## src/rtl/p10_prm_access_pkg.sv

```systemverilog
// Shared types for the parameter access path: ROM entry layout, access rights,
// response status codes, access FSM states and the parameter address map.
package p10_prm_access_pkg;

    localparam int PRM_VAL_W = 32;

    typedef enum logic [1:0] {
        RIGHTS_RW = 2'd0,
        RIGHTS_RO = 2'd1,
        RIGHTS_WO = 2'd2
    } prm_rights_t;

    typedef struct packed {
        prm_rights_t            rights;
        logic                   is_exec;
        logic [PRM_VAL_W-1:0]   min_val;
        logic [PRM_VAL_W-1:0]   max_val;
    } prm_entry_t;

    typedef enum logic [1:0] {
        ST_OK       = 2'd0,
        ST_BAD_ADDR = 2'd1,
        ST_DENIED   = 2'd2,
        ST_RANGE    = 2'd3
    } prm_status_t;

    typedef enum logic [1:0] {
        S_IDLE,
        S_FETCH,
        S_CHECK,
        S_RESP
    } prm_access_state_t;

    localparam int ADDR_FREQ_HZ      = 0;
    localparam int ADDR_DUTY_PERCENT = 1;
    localparam int ADDR_PHASE_DEGREE = 2;
    localparam int ADDR_APPLY        = 3;
    localparam int ADDR_FW_VERSION   = 4;
    localparam int ADDR_KEY          = 5;
    localparam int ADDR_GAIN         = 6;
    localparam int ADDR_SAVE         = 7;

endpackage

```

## src/rtl/p10_prm_access_if.sv

```systemverilog
// Request/response channel between the command parser (master) and the
// parameter access controller (slave).
interface p10_prm_access_if
    import p10_prm_access_pkg::*;
#(
    parameter int AW    = 4,
    parameter int VAL_W = 32
);
    logic              req_valid;
    logic              req_ready;
    logic              req_write;
    logic [AW-1:0]     req_addr;
    logic [VAL_W-1:0]  req_data;
    logic              rsp_valid;
    logic              rsp_ready;
    prm_status_t       rsp_status;
    logic [VAL_W-1:0]  rsp_data;

    modport master (
        output req_valid, req_write, req_addr, req_data, rsp_ready,
        input  req_ready, rsp_valid, rsp_status, rsp_data
    );

    modport slave (
        input  req_valid, req_write, req_addr, req_data, rsp_ready,
        output req_ready, rsp_valid, rsp_status, rsp_data
    );
endinterface

```

## src/rtl/p10_prm_access_check.sv

```systemverilog
// Combinational access/range checker: turns one ROM entry plus the request
// attributes into a response status. First matching rule wins.
module p10_prm_check
    import p10_prm_access_pkg::*;
#(
    parameter int VAL_W = PRM_VAL_W
) (
    input  prm_rights_t       rights,
    input  logic [VAL_W-1:0]  min_val,
    input  logic [VAL_W-1:0]  max_val,
    input  logic              write,
    input  logic [VAL_W-1:0]  data,
    input  logic              bad_addr,
    output prm_status_t       status
);
    always_comb begin
        // NOTE: default first so every path assigns status and no latch is inferred.
        status = ST_OK;
        if (bad_addr) begin
            status = ST_BAD_ADDR;
        end else if ((write && rights == RIGHTS_RO) || (!write && rights == RIGHTS_WO)) begin
            status = ST_DENIED;
        end else if (write && (data < min_val || data > max_val)) begin
            status = ST_RANGE;
        end
    end
endmodule

```

## src/rtl/p10_prm_access.sv

```systemverilog
// Parameter access controller: one request at a time, fetched from the ROM,
// checked, committed to the register file or fired as an exec strobe.
module p10_prm_access
    import p10_prm_access_pkg::*;
#(
    parameter  int PRM_COUNT = 8,
    parameter  int VAL_W     = 32,
    localparam int AW        = $clog2(PRM_COUNT + 1)
) (
    input  logic                        clk,
    input  logic                        rst,
    p10_prm_access_if.slave             bus,
    output logic [AW-1:0]               rom_addr,
    input  prm_entry_t                  rom_entry,
    output logic [PRM_COUNT*VAL_W-1:0]  prm_values,
    output logic [PRM_COUNT-1:0]        exec_pulse
);
    localparam int IW = (PRM_COUNT > 1) ? $clog2(PRM_COUNT) : 1;

    prm_access_state_t state, state_nxt;

    logic                           wr_q;
    logic                           bad_addr_q;
    logic [VAL_W-1:0]               data_q;
    prm_status_t                    status;
    prm_status_t                    rsp_status_q;
    logic [VAL_W-1:0]               rsp_data_q;
    logic [PRM_COUNT-1:0][VAL_W-1:0] vals_q;
    logic                           accept;
    logic                           evaluate;
    logic                           req_bad;
    logic [IW-1:0]                  idx;

    // rom_addr is clamped into range, so it doubles as the register-file index.
    assign idx        = rom_addr[IW-1:0];
    assign req_bad    = (bus.req_addr >= AW'(PRM_COUNT));
    assign prm_values = vals_q;

    p10_prm_check #(.VAL_W(VAL_W)) u_check (
        .rights   (rom_entry.rights),
        .min_val  (rom_entry.min_val),
        .max_val  (rom_entry.max_val),
        .write    (wr_q),
        .data     (data_q),
        .bad_addr (bad_addr_q),
        .status   (status)
    );

    // NOTE: sequential state uses non-blocking assignments so every flop samples pre-edge values.
    always_ff @(posedge clk or posedge rst) begin
        if (rst) state <= S_IDLE;
        else     state <= state_nxt;
    end

    always_comb begin
        state_nxt = state;
        case (state)
            S_IDLE:  if (bus.req_valid) state_nxt = S_FETCH;
            S_FETCH: state_nxt = S_CHECK;
            S_CHECK: state_nxt = S_RESP;
            S_RESP:  if (bus.rsp_ready) state_nxt = S_IDLE;
            default: state_nxt = S_IDLE;
        endcase
    end

    always_comb begin
        bus.req_ready  = (state == S_IDLE);
        bus.rsp_valid  = (state == S_RESP);
        bus.rsp_status = rsp_status_q;
        bus.rsp_data   = rsp_data_q;
        accept         = (state == S_IDLE) && bus.req_valid;
        evaluate       = (state == S_CHECK);
    end

    always_ff @(posedge clk or posedge rst) begin
        if (rst) begin
            wr_q         <= 1'b0;
            bad_addr_q   <= 1'b0;
            data_q       <= '0;
            rom_addr     <= '0;
            rsp_status_q <= ST_OK;
            rsp_data_q   <= '0;
            // NOTE: the register file is reset because stored values are architecturally visible as 0.
            vals_q       <= '0;
            exec_pulse   <= '0;
        end else begin
            exec_pulse <= '0;
            if (accept) begin
                wr_q       <= bus.req_write;
                data_q     <= bus.req_data;
                bad_addr_q <= req_bad;
                rom_addr   <= req_bad ? '0 : bus.req_addr;
            end
            // The outcome is decided once in CHECK, so a stalled RESP cannot repeat a strobe.
            if (evaluate) begin
                rsp_status_q <= status;
                rsp_data_q   <= '0;
                if (status == ST_OK) begin
                    if (wr_q) begin
                        if (!rom_entry.is_exec)  vals_q[idx]     <= data_q;
                        else if (data_q != '0)   exec_pulse[idx] <= 1'b1;
                    end else if (!rom_entry.is_exec) begin
                        rsp_data_q <= vals_q[idx];
                    end
                end
            end
        end
    end
endmodule

```

## src/flat_wrapper.sv

```systemverilog
// flat-port wrapper written by rule: the top's interface ports become plain ports
module p10_prm_access_flat import p10_prm_access_pkg::*;
#(
    parameter  int PRM_COUNT = 8,
    parameter  int VAL_W     = 32,
    localparam int AW        = $clog2(PRM_COUNT + 1)
)
  (clk, rst, rom_addr, rom_entry, prm_values, exec_pulse, bus_req_valid, bus_req_write, bus_req_addr, bus_req_data, bus_rsp_ready, bus_req_ready, bus_rsp_valid, bus_rsp_status, bus_rsp_data);
  p10_prm_access_if #(.AW(($clog2(PRM_COUNT + 1))), .VAL_W(VAL_W)) bus_i ();
  input  logic clk;
  input  logic rst;
  output logic [AW-1:0] rom_addr;
  input  prm_entry_t rom_entry;
  output logic [PRM_COUNT*VAL_W-1:0] prm_values;
  output logic [PRM_COUNT-1:0] exec_pulse;
  input wire logic [$bits(bus_i.req_valid)-1:0] bus_req_valid;
  input wire logic [$bits(bus_i.req_write)-1:0] bus_req_write;
  input wire logic [$bits(bus_i.req_addr)-1:0] bus_req_addr;
  input wire logic [$bits(bus_i.req_data)-1:0] bus_req_data;
  input wire logic [$bits(bus_i.rsp_ready)-1:0] bus_rsp_ready;
  output wire logic [$bits(bus_i.req_ready)-1:0] bus_req_ready;
  output wire logic [$bits(bus_i.rsp_valid)-1:0] bus_rsp_valid;
  output wire logic [$bits(bus_i.rsp_status)-1:0] bus_rsp_status;
  output wire logic [$bits(bus_i.rsp_data)-1:0] bus_rsp_data;
  assign bus_i.req_valid = bus_req_valid;
  assign bus_i.req_write = bus_req_write;
  assign bus_i.req_addr = bus_req_addr;
  assign bus_i.req_data = bus_req_data;
  assign bus_i.rsp_ready = bus_rsp_ready;
  assign bus_req_ready = bus_i.req_ready;
  assign bus_rsp_valid = bus_i.rsp_valid;
  assign bus_rsp_status = bus_i.rsp_status;
  assign bus_rsp_data = bus_i.rsp_data;
  p10_prm_access #(.PRM_COUNT(PRM_COUNT), .VAL_W(VAL_W)) u_core (.clk(clk), .rst(rst), .bus(bus_i), .rom_addr(rom_addr), .rom_entry(rom_entry), .prm_values(prm_values), .exec_pulse(exec_pulse));
endmodule
```

## config.mk

```make
export PLATFORM = sky130hd
export DESIGN_NAME = p10_prm_access_flat
export DESIGN_NICKNAME = d
export VERILOG_FILES = /design/src/rtl/p10_prm_access_pkg.sv /design/src/rtl/p10_prm_access_if.sv /design/src/rtl/p10_prm_access_check.sv /design/src/rtl/p10_prm_access.sv /design/src/flat_wrapper.sv
export SDC_FILE = /design/constraint.sdc
export NUM_CORES = 1
export LEC_CHECK = 0
export ABC_AREA = 1
export CORE_MARGIN = 2
export CORE_UTILIZATION = 35
export DETAILED_ROUTE_END_ITERATION = 6
export SYNTH_ARGS = -nofsm -noshare
export SYNTH_HDL_FRONTEND = slang
export SYNTH_HIERARCHICAL = 1
export SYNTH_SLANG_ARGS = --single-unit
```

## constraint.sdc

```tcl
create_clock -name clk -period 12.28 [get_ports clk]
set_input_delay 1.842 -clock clk [delete_from_list [all_inputs] [get_ports clk]]
set_output_delay 1.842 -clock clk [all_outputs]
set_load 0.02 [all_outputs]
```

# ---- Word level (Yosys, flattened, before mapping)
# Index checks and enable logic that the tools add are counted.
dict set report word_totals {
  output_inout_bits 304
  memories 0
  latchBits 0
  ff_bits 338
  mem_bits_rw 0
  rom_bits 0
  wordCells 64
  input_bits 108
}
dict set report classes {
  order_cmp 5
  bitwise 1
  n_mux 22
  n_eq_ne 7
  add_sub_neg 0
  div 0
  shifts 0
  mul 0
  n_reduce_logical 13
}
# operator count
set ops {}
lappend ops {{bitwise mux 256 bit} 1}
lappend ops {{2-to-1 mux 32 bit} 5}
lappend ops {{binary-select mux 32 bit (select 3 bit)} 1}
lappend ops {{demux 32 bit (select 3 bit)} 1}
lappend ops {{2-to-1 mux 8 bit} 5}
lappend ops {{greater-than comparator 32 bit} 1}
lappend ops {{< comparator 32 bit} 1}
lappend ops {{nonzero test 32 bit} 1}
lappend ops {{2-to-1 mux 2 bit} 5}
lappend ops {{case mux 2 bit (4 select lines)} 1}
lappend ops {{equality test 2 bit (second input constant)} 3}
lappend ops {{logical AND 1 bit} 5}
lappend ops {{equality test 2 x 1 -> 1 bit (second input constant)} 2}
lappend ops {{greater-or-equal comparator 4 bit (second input constant)} 1}
lappend ops {{logical NOT 2 bit} 2}
lappend ops {{< comparator 3 x 4 -> 1 bit (second input constant)} 1}
lappend ops {{2-to-1 mux 4 bit} 1}
lappend ops {{inequality test 2 bit (second input constant)} 2}
lappend ops {{AND reduction 4 bit} 1}
lappend ops {{demux 1 bit (select 3 bit)} 1}
lappend ops {{greater-or-equal comparator 3 x 1 -> 1 bit (second input constant)} 1}
lappend ops {{logical OR 1 bit} 2}
lappend ops {{AND reduction 2 bit} 1}
lappend ops {{logical NOT 1 bit} 1}
lappend ops {{other kinds (2)} 2}

# ---- Logic depth before layout (Yosys ltp)
# Gate-level depths: netlist (run 1).
dict set report depth {
  word_depth 9
  depth_mapped 24
  mapped_depth_nobuf 23
}

# ---- By module
# Netlist (run 1), hierarchy kept.
# module seq_area_each_um2 n_inst area_each_um2 cells_each
set by_module_without_submodules {}
lappend by_module_without_submodules {p10_prm_access 8458.1 1 15563.7 1934}
lappend by_module_without_submodules {p10_prm_check 0.0 1 1710.4 279}

# ---- Worst setup path after synthesis (run 1)
# Ideal clock, no wire load.
dict set report synth_timing {
  path_type {input to register}
  from {input port rom_entry[63] in the netlist's numbering}
  to {register u_core.vals_q, in the netlist u_core/prm_values[131]}
  t_arrival_ns 3.809
  n_path_buf 1
  setup_time_ns 0.130
  required_time_ns 12.150
  slack_ns 8.341
  stages 18
  path_cell_list {inv_1 -> ha_1 -> nand2_1 -> nor2_2 -> nor3b_2 -> and3_1 -> nand2_1 -> nand2_1 -> nand2_1 -> nand2_1 -> nand2_1 -> nor2_4 -> nand3_4 -> nor2_8 -> nand2_4 -> buf_2 -> nand2_1 -> o21ai_1}
}
dict set report synth_between {
  elab_chain_cells 8
}
# item line_no
set synth_lines {}
lappend synth_lines {{from (decl)} flat_wrapper.sv:13} ;# input prm_entry_t rom_entry;
lappend synth_lines {{< comparator 32 bit} p10_prm_access_check.sv:23} ;# end else if (write && (data < min_val || data > max_val)) begin
lappend synth_lines {{logical OR 1 bit} p10_prm_access_check.sv:23}
lappend synth_lines {{logical AND 1 bit} p10_prm_access_check.sv:23}
lappend synth_lines {{2-to-1 mux 2 bit} p10_prm_access_check.sv:23}
lappend synth_lines {{2-to-1 mux 2 bit} p10_prm_access_check.sv:21} ;# end else if ((write && rights == RIGHTS_RO) || (!write && rights == RIGHTS_WO)) begin
lappend synth_lines {{2-to-1 mux 2 bit} p10_prm_access_check.sv:19} ;# if (bad_addr) begin
lappend synth_lines {{net u_core.status[0]} p10_prm_access.sv:25} ;# prm_status_t status;
lappend synth_lines {{logical NOT 2 bit} p10_prm_access.sv:98} ;# if (status == ST_OK) begin
lappend synth_lines {{AND reduction 4 bit (no line)} -}
lappend synth_lines {{to (signal, indexed assignment)} p10_prm_access.sv:100} ;# if (!rom_entry.is_exec) vals_q[idx] <= data_q;
lappend synth_lines {{to (decl)} p10_prm_access.sv:28} ;# logic [PRM_COUNT-1:0][VAL_W-1:0] vals_q;
# The timed path passes the listed nets, and every way through them passes these cells.
# A chain may end at the register's enable or synchronous reset.

# ---- Final worst setup path (run 1)
dict set report layout_timing {
  from {input port rom_entry[7] in the netlist's numbering}
  to {register u_core.vals_q, in the netlist u_core/prm_values[184]}
}
dict set report layout_between {
  elab_chain_cells 8
}
# item line_no
set layout_lines {}
lappend layout_lines {{greater-than comparator 32 bit} p10_prm_access_check.sv:23}
lappend layout_lines {{logical OR 1 bit} p10_prm_access_check.sv:23}
lappend layout_lines {{logical AND 1 bit} p10_prm_access_check.sv:23}
lappend layout_lines {{2-to-1 mux 2 bit} p10_prm_access_check.sv:23}
lappend layout_lines {{2-to-1 mux 2 bit} p10_prm_access_check.sv:21}
lappend layout_lines {{2-to-1 mux 2 bit} p10_prm_access_check.sv:19}
lappend layout_lines {{net u_core.status[0]} p10_prm_access.sv:25}
lappend layout_lines {{logical NOT 2 bit} p10_prm_access.sv:98}
lappend layout_lines {{AND reduction 4 bit (no line)} -}
# The timed path passes the listed nets, and every way through them passes these cells.

==> results of run 1 <==
==> where the power goes <==
group          internal, mW  switching, mW
clock                 0.727          0.471
combinational         0.632           1.19
sequential             1.34          0.322
==> per-layer routing <==
metal | part of all wire | vias to the layer above
met2 | 0.47 | 718
li1 | - | 7677
met5 | 0.00021 | -
met1 | 0.43 | 7670
met3 | 0.072 | 107
met4 | 0.026 | 2
==> stage by stage <==
| step | total power, mW | hold WS [ns] | setup slack [ns] |
|---|---|---|---|
| after CTS | 4.70 | 0.480 | 7.16 |
| after floorplan | 2.64 | 0.489 | 1.07 |
| final | 4.68 | 0.480 | 7.13 |
| after global routing | 4.95 | 0.505 | 6.82 |
| after global placement | 3.46 | 0.465 | 6.66 |
| after detailed placement | 3.49 | 0.464 | 6.59 |
==> critical path: stages <==
cell and delay [ns]:
clkdlybuf4s50_1 0.45, inv_1 0.04, ha_1 0.29, nand2_1 0.07, nor2_1 0.15, nand4_1 0.18
nor2_1 0.39, nand2_1 0.10, nand2_1 0.14, nand2_1 0.07, nand2_1 0.05, nand2_1 0.08
nor2_4 0.16, nand3_4 0.14, nor2_2 0.14, nand2_2 0.77, o21ai_0 0.50
==> synthesized netlist by cell type <==
master,n
o21ai_0,63
o211ai_1,1
o21ai_1,171
nand2_2,3
ha_1,66
nor2_1,58
buf_1,7
nand3_4,1
nor3_2,3
nor2_2,2
dfrtp_1,338
o22ai_1,1
nand3_1,16
inv_2,10
inv_1,112
nand2_4,7
buf_6,36
buf_4,2
buf_2,45
and3_1,2
o21a_1,3
a21o_1,2
nand2_1,1127
nor2_4,1
clkinv_1,2
nand4_1,7
nor2_8,1
o21ai_2,66
nor3_1,6
a21oi_1,30
nor3b_2,1
clkbuf_1,23
==> registers in the layout (all words and copies together), names as in the netlist <==
signal	flops
u_core/bad_addr_q	1
u_core/bus.rsp_data	32
u_core/bus.rsp_status	2
u_core/data_q	32
u_core/exec_pulse	8
u_core/prm_values	256
u_core/rom_addr	4
u_core/state	2
u_core/wr_q	1
==> final timing paths <==
path / from / to / cells past startpoint
worst max register to register: u_core/rom_addr[1]$_DFFE_PP0P_ / u_core/prm_values[184]$_DFFE_PP0P_ / 6
worst min register to register: u_core/bus.rsp_data[10]$_DFFE_PP0P_ / u_core/bus.rsp_data[10]$_DFFE_PP0P_ / 2
worst max-delay path: rom_entry[7] / u_core/prm_values[184]$_DFFE_PP0P_ / 17
worst min-delay path: u_core/bus.rsp_data[10]$_DFFE_PP0P_ / u_core/bus.rsp_data[10]$_DFFE_PP0P_ / 2
min in group asynchronous: rst / u_core/data_q[26]$_DFFE_PP0P_ / 2
max in group asynchronous: rst / u_core/rom_addr[0]$_DFFE_PP0P_ / 3
==> cell type report <==
type	instances	area [um2]
fill	4796	26000
antenna	1	2.50
multi-input combinational	1638	7600
timing repair buffer	419	4190
tap	664	831
sequential	338	8470
clock buffer	60	1180
clock inverter	11	138
inverter	124	477
==> kinds of logic after synthesis <==
group	Yosys count	synth area share
compound gates	337	0.113
fa+ha+maj	66	0.0478
buf+inv	237	0.0708
flops	338	0.490
simple gates	1235	0.279
==> metrics.txt, run 1 <==
WP data required 12.72 ns; placed cell area 21,600 um2; initial antenna violation count 2; CTS tree built; final worst path period need 5.15 ns; PD cells 204 nW/um2; final setup TNS 0 ns; DPL Wire Length 42.8 mm; Lkg Pwr 11.3 nW; CTS-repair resized insts 0; Num CTS Buffers 41; die height 226 um; Critical Path Start Type input port; root buffer cell clkbuf_16; First DRT Iteration DRCs 1,412; Worst Path Class, Setup in2reg; largest net degree at the start of global routing 171; Core Box Area 48,800 um2; syn_nets 2,387; Synth area leader dfrtp_1; syn_area_per_cell 7.81 um2; f_max 0.194 GHz; final hold vios 0; GRT Total Usage 0.247; met2 usage in global routing 0.406; Min-Delay Path Class reg2reg; Starting Density 0.354; met3 usage 0.0397; placed cell count 3,183; commonest non-fill, non-tap cell in the layout nand2_1; Final Routed Wirelength 63.4 mm; Avg Vias per Cell 4.97; RSZ-0062 raised after global routing no; worst-path maximum fanout 64; run status complete, no violations; clock skew 0.0240 ns; grt ovf 0; I/O pin count 412; setup violators final 0; slew margin rel. 0.0873; layout cells sized above 1 0.0641; die area 51,100 um2; nets 2,736; post-route ant nets 0; Worst-Skew Late Latency 0.56 ns; Yosys top cell area share 0.490; vias in the first global route 15,600; Slew @ Worst Pin 1.36 ns; drt drc 0; cell area after synthesis 17,300 um2; grt met1 use 0.332; Setup Buffers After CTS 0; Non-Filler Instances 3,255; top cells by area, synth dfrtp_1 49%, nand2_1 24%, o21ai_1 5.0%; fin area 22,900 um2; row count 81; post-synth cell types 32; Worst setup EP type register; post-synthesis sequential area ratio 0.490; Final Cycle Share 0.419; Worst-path clk slew 0.06 ns; max-cap viol count 0; busiest grt layer met2; Area growth syn-to-layout 32.4%; post-layout util 0.468; IO buf count 411; global-route wire length before repair 95.7 mm; post-cts hold buffer count 0; routed via count 16,200; post-synthesis sequential element count 338; Die X 226 um; Avg WL per Cell 19.5 um; Worst EP arrival 5.59 ns; Clock Sinks 338; Max Slew Vio Count 0; Ys Warns 6; H-tree Lvls 2; DRT Pass-1 Iters 6; Peak supply drop 103 uV; Reg2Reg Setup Slack 8.11 ns; Clock Tree Buf Depth 3; routability cong. 0.876; most frequent cells in the layout 1,127 x nand2_1, 411 x clkdlybuf4s50_1, 335 x dfrtp_1; Mapped Cells 2,213
No activity file was read; power rests on OpenSTA's default activity.
==> inputs of run 2 (changes only) <==
==> constraint.sdc (replaced) <==
create_clock -name clk -period 5.34 [get_ports clk]
set_input_delay 0.801 -clock clk [delete_from_list [all_inputs] [get_ports clk]]
set_output_delay 0.801 -clock clk [all_outputs]
set_load 0.02 [all_outputs]
==> metrics.txt, run 2 (synthesis results as in run 1) <==
DPL Wire Length 42.8 mm (about the same); Num CTS Buffers 40 (-2.4%); Die X 226 um (unchanged); CP endpoint u_core/prm_values[11]$_DFFE_PP0P_; Critical Path Start Type input port; CP max stage delay 0.54 ns (-0.23 ns); H-tree Lvls 2 (unchanged); Slew @ Worst Pin 1.15 ns (-0.211 ns); Peak supply drop 208 uV (+100%); global-route wire length before repair 95.1 mm (-0.60%); busiest grt layer met2; crit-path most repeated cell nand2_1; Min-Delay Path Class reg2reg; grt ovf 0 (unchanged); grt met1 use 0.334 (+0.00131); met2 usage in global routing 0.402 (-0.00376); nets 2,738 (+0.073%); worst-path cell chain clkdlybuf4s50_1, inv_1, ha_1, nand2_1, nor2_1, nand2_1, nor2_1, nand2_1, nand2_1, nand2_1, nand2_1, nand2_1, nor2_4, nand3_4, nor2_8, nand2_4, nand2_1, o21ai_2; max FFs per register 256 (unchanged); vias in the first global route 15,500 (-0.67%); Starting Density 0.354 (unchanged); post-route ant nets 0 (unchanged); max-cap viol count 0 (unchanged); cells on worst reg2reg path 16 (+10); final setup TNS 0 ns (unchanged); Final Cycle Share 0.719; worst slack at placement 1.00 ns (-5.58 ns); Avg WL per Cell 19.3 um (-1.1%); Worst-path clk slew 0.06 ns (about the same); reg2reg end u_core/prm_values[11]$_DFFE_PP0P_; final setup margin 1.50 ns (-5.63 ns); initial antenna violation count 2 (unchanged); Worst setup EP type register; CTS-repair resized insts 0 (unchanged); Core Box Area 48,800 um2 (unchanged); clock skew 0.0265 ns (+0.00253 ns); slew margin rel. 0.231 (+0.144); Bufs and invs on worst path 2 (unchanged); placed cell area 21,600 um2 (+0.26%); worst r2r src u_core/data_q[31]$_DFFE_PP0P_; Lkg Pwr 11.3 nW (+0.17%); WP depth 18 (+1); post-layout util 0.469 (+0.00113); commonest non-fill, non-tap cell in the layout nand2_1; DRT Pass-1 Iters 5 (-1); I/O pin count 412 (unchanged); most frequent cells in the layout 1,127 x nand2_1, 411 x clkdlybuf4s50_1, 335 x dfrtp_1; f_max 0.261 GHz; Final Routed Wirelength 62.8 mm (-0.99%); GRT Total Usage 0.245 (-0.00164); FILL cells 4,841 (+0.94%); RSZ-0062 raised after global routing no; Pwr Total 10.7 mW (+130%); setup violators final 0 (unchanged); met3 usage 0.0390 (-0.000651); worst-path maximum fanout 64 (unchanged); Avg Vias per Cell 4.93 (-0.74%); Worst path slowest cell nand2_4; Worst EP arrival 4.24 ns (-1.35 ns); crit path launch rom_entry[15]; layout cells sized above 1 0.0682 (+0.00412); row count 81 (unchanged); PD cells 467 nW/um2 (+130%); routed via count 16,100 (-0.59%); drt drc 0 (unchanged); root buffer cell clkbuf_16; Area growth syn-to-layout 32.8%; First DRT Iteration DRCs 1,389 (-1.6%); Setup Buffers After CTS 0 (unchanged); CP delay by family, top simple AND/OR/NAND/NOR gates; CTS tree built; Clock Tree Buf Depth 3 (unchanged); run status complete, no violations; WP data required 5.74 ns (-6.98 ns); fin area 22,900 um2 (+0.24%); IO buf count 411 (unchanged); Max Slew Vio Count 0 (unchanged); Clock Sinks 338 (unchanged); final worst path period need 3.84 ns; Worst Path Class, Setup in2reg; Worst-Skew Late Latency 0.57 ns (about the same); post-cts hold buffer count 0 (unchanged); routability cong. 0.871 (-0.62%); Reg2Reg Setup Slack 1.66 ns (-6.45 ns); die height 226 um (unchanged); largest net degree at the start of global routing 137 (-20%); die area 51,100 um2 (unchanged); final hold vios 0 (unchanged)
-- run 2: changes by cell type in the layout (fill, tap and decap cells not counted), moves of 2 or more --
cell | previous run | this run
clkbuf_16 | 43 | 40
clkinv_2 | 7 | 9
clkbuf_8 | 4 | 9
clkinvlp_4 | 0 | 4
clkbuf_1 | 13 | 7
buf_12 | 1 | 4
-- run 2: worst min-delay path: stages (launching register included) --
cell and delay, ns:
dfrtp_1 0.34, nand2_1 0.05, nand2_1 0.05
-- run 2: worst min path at each step --
stage	start	to	slack [ns]	cells past startpoint
6_report	u_core/bus.rsp_data[7]$_DFFE_PP0P_	u_core/bus.rsp_data[7]$_DFFE_PP0P_	0.48	2
3_3_place_gp	u_core/bus.rsp_data[9]$_DFFE_PP0P_	u_core/bus.rsp_data[9]$_DFFE_PP0P_	0.46	2
2_1_floorplan	u_core/bad_addr_q$_DFFE_PP0P_	u_core/bad_addr_q$_DFFE_PP0P_	0.49	2
5_1_grt	u_core/bus.rsp_data[24]$_DFFE_PP0P_	u_core/bus.rsp_data[24]$_DFFE_PP0P_	0.50	2
3_5_place_dp	u_core/bus.rsp_data[7]$_DFFE_PP0P_	u_core/bus.rsp_data[7]$_DFFE_PP0P_	0.47	2
4_1_cts	u_core/bus.rsp_data[7]$_DFFE_PP0P_	u_core/bus.rsp_data[7]$_DFFE_PP0P_	0.48	2
-- run 2: cell type report --
cell class	count	area, um2	area share
Antenna cell	1	2.50	0.000109
Clock buffer	56	1150	0.0502
Clock inverter	17	165	0.00720
Inverter	124	473	0.0206
Multi-Input combinational cell	1638	7600	0.331
Sequential cell	338	8470	0.369
Tap cell	664	831	0.0362
Timing Repair Buffer	422	4250	0.185
-- run 2: power by group --
group / switching, mW / total [mW] / internal, mW
logic: 2.73 / 4.19 / 1.46
registers: 0.716 / 3.80 / 3.08
clock network: 1.12 / 2.73 / 1.61
total: 4.57 / 10.7 / 6.15
-- run 2: through the flow --
stage,hold WS [ns],instances
3_5_place_dp,0.468,3186
4_1_cts,0.484,3259
3_3_place_gp,0.465,3186
2_1_floorplan,0.489,2213
5_1_grt,0.497,3260
6_report,0.480,3260
-- run 2: per-layer routing --
metal / up-vias / routed length [um] / part of all wire
li1: 7691 / - / -
met1: 7684 / 27200 / 0.43
met2: 608 / 29800 / 0.47
met3: 94 / 4370 / 0.070
met4: 2 / 1430 / 0.023
met5: - / 13 / 0.00021
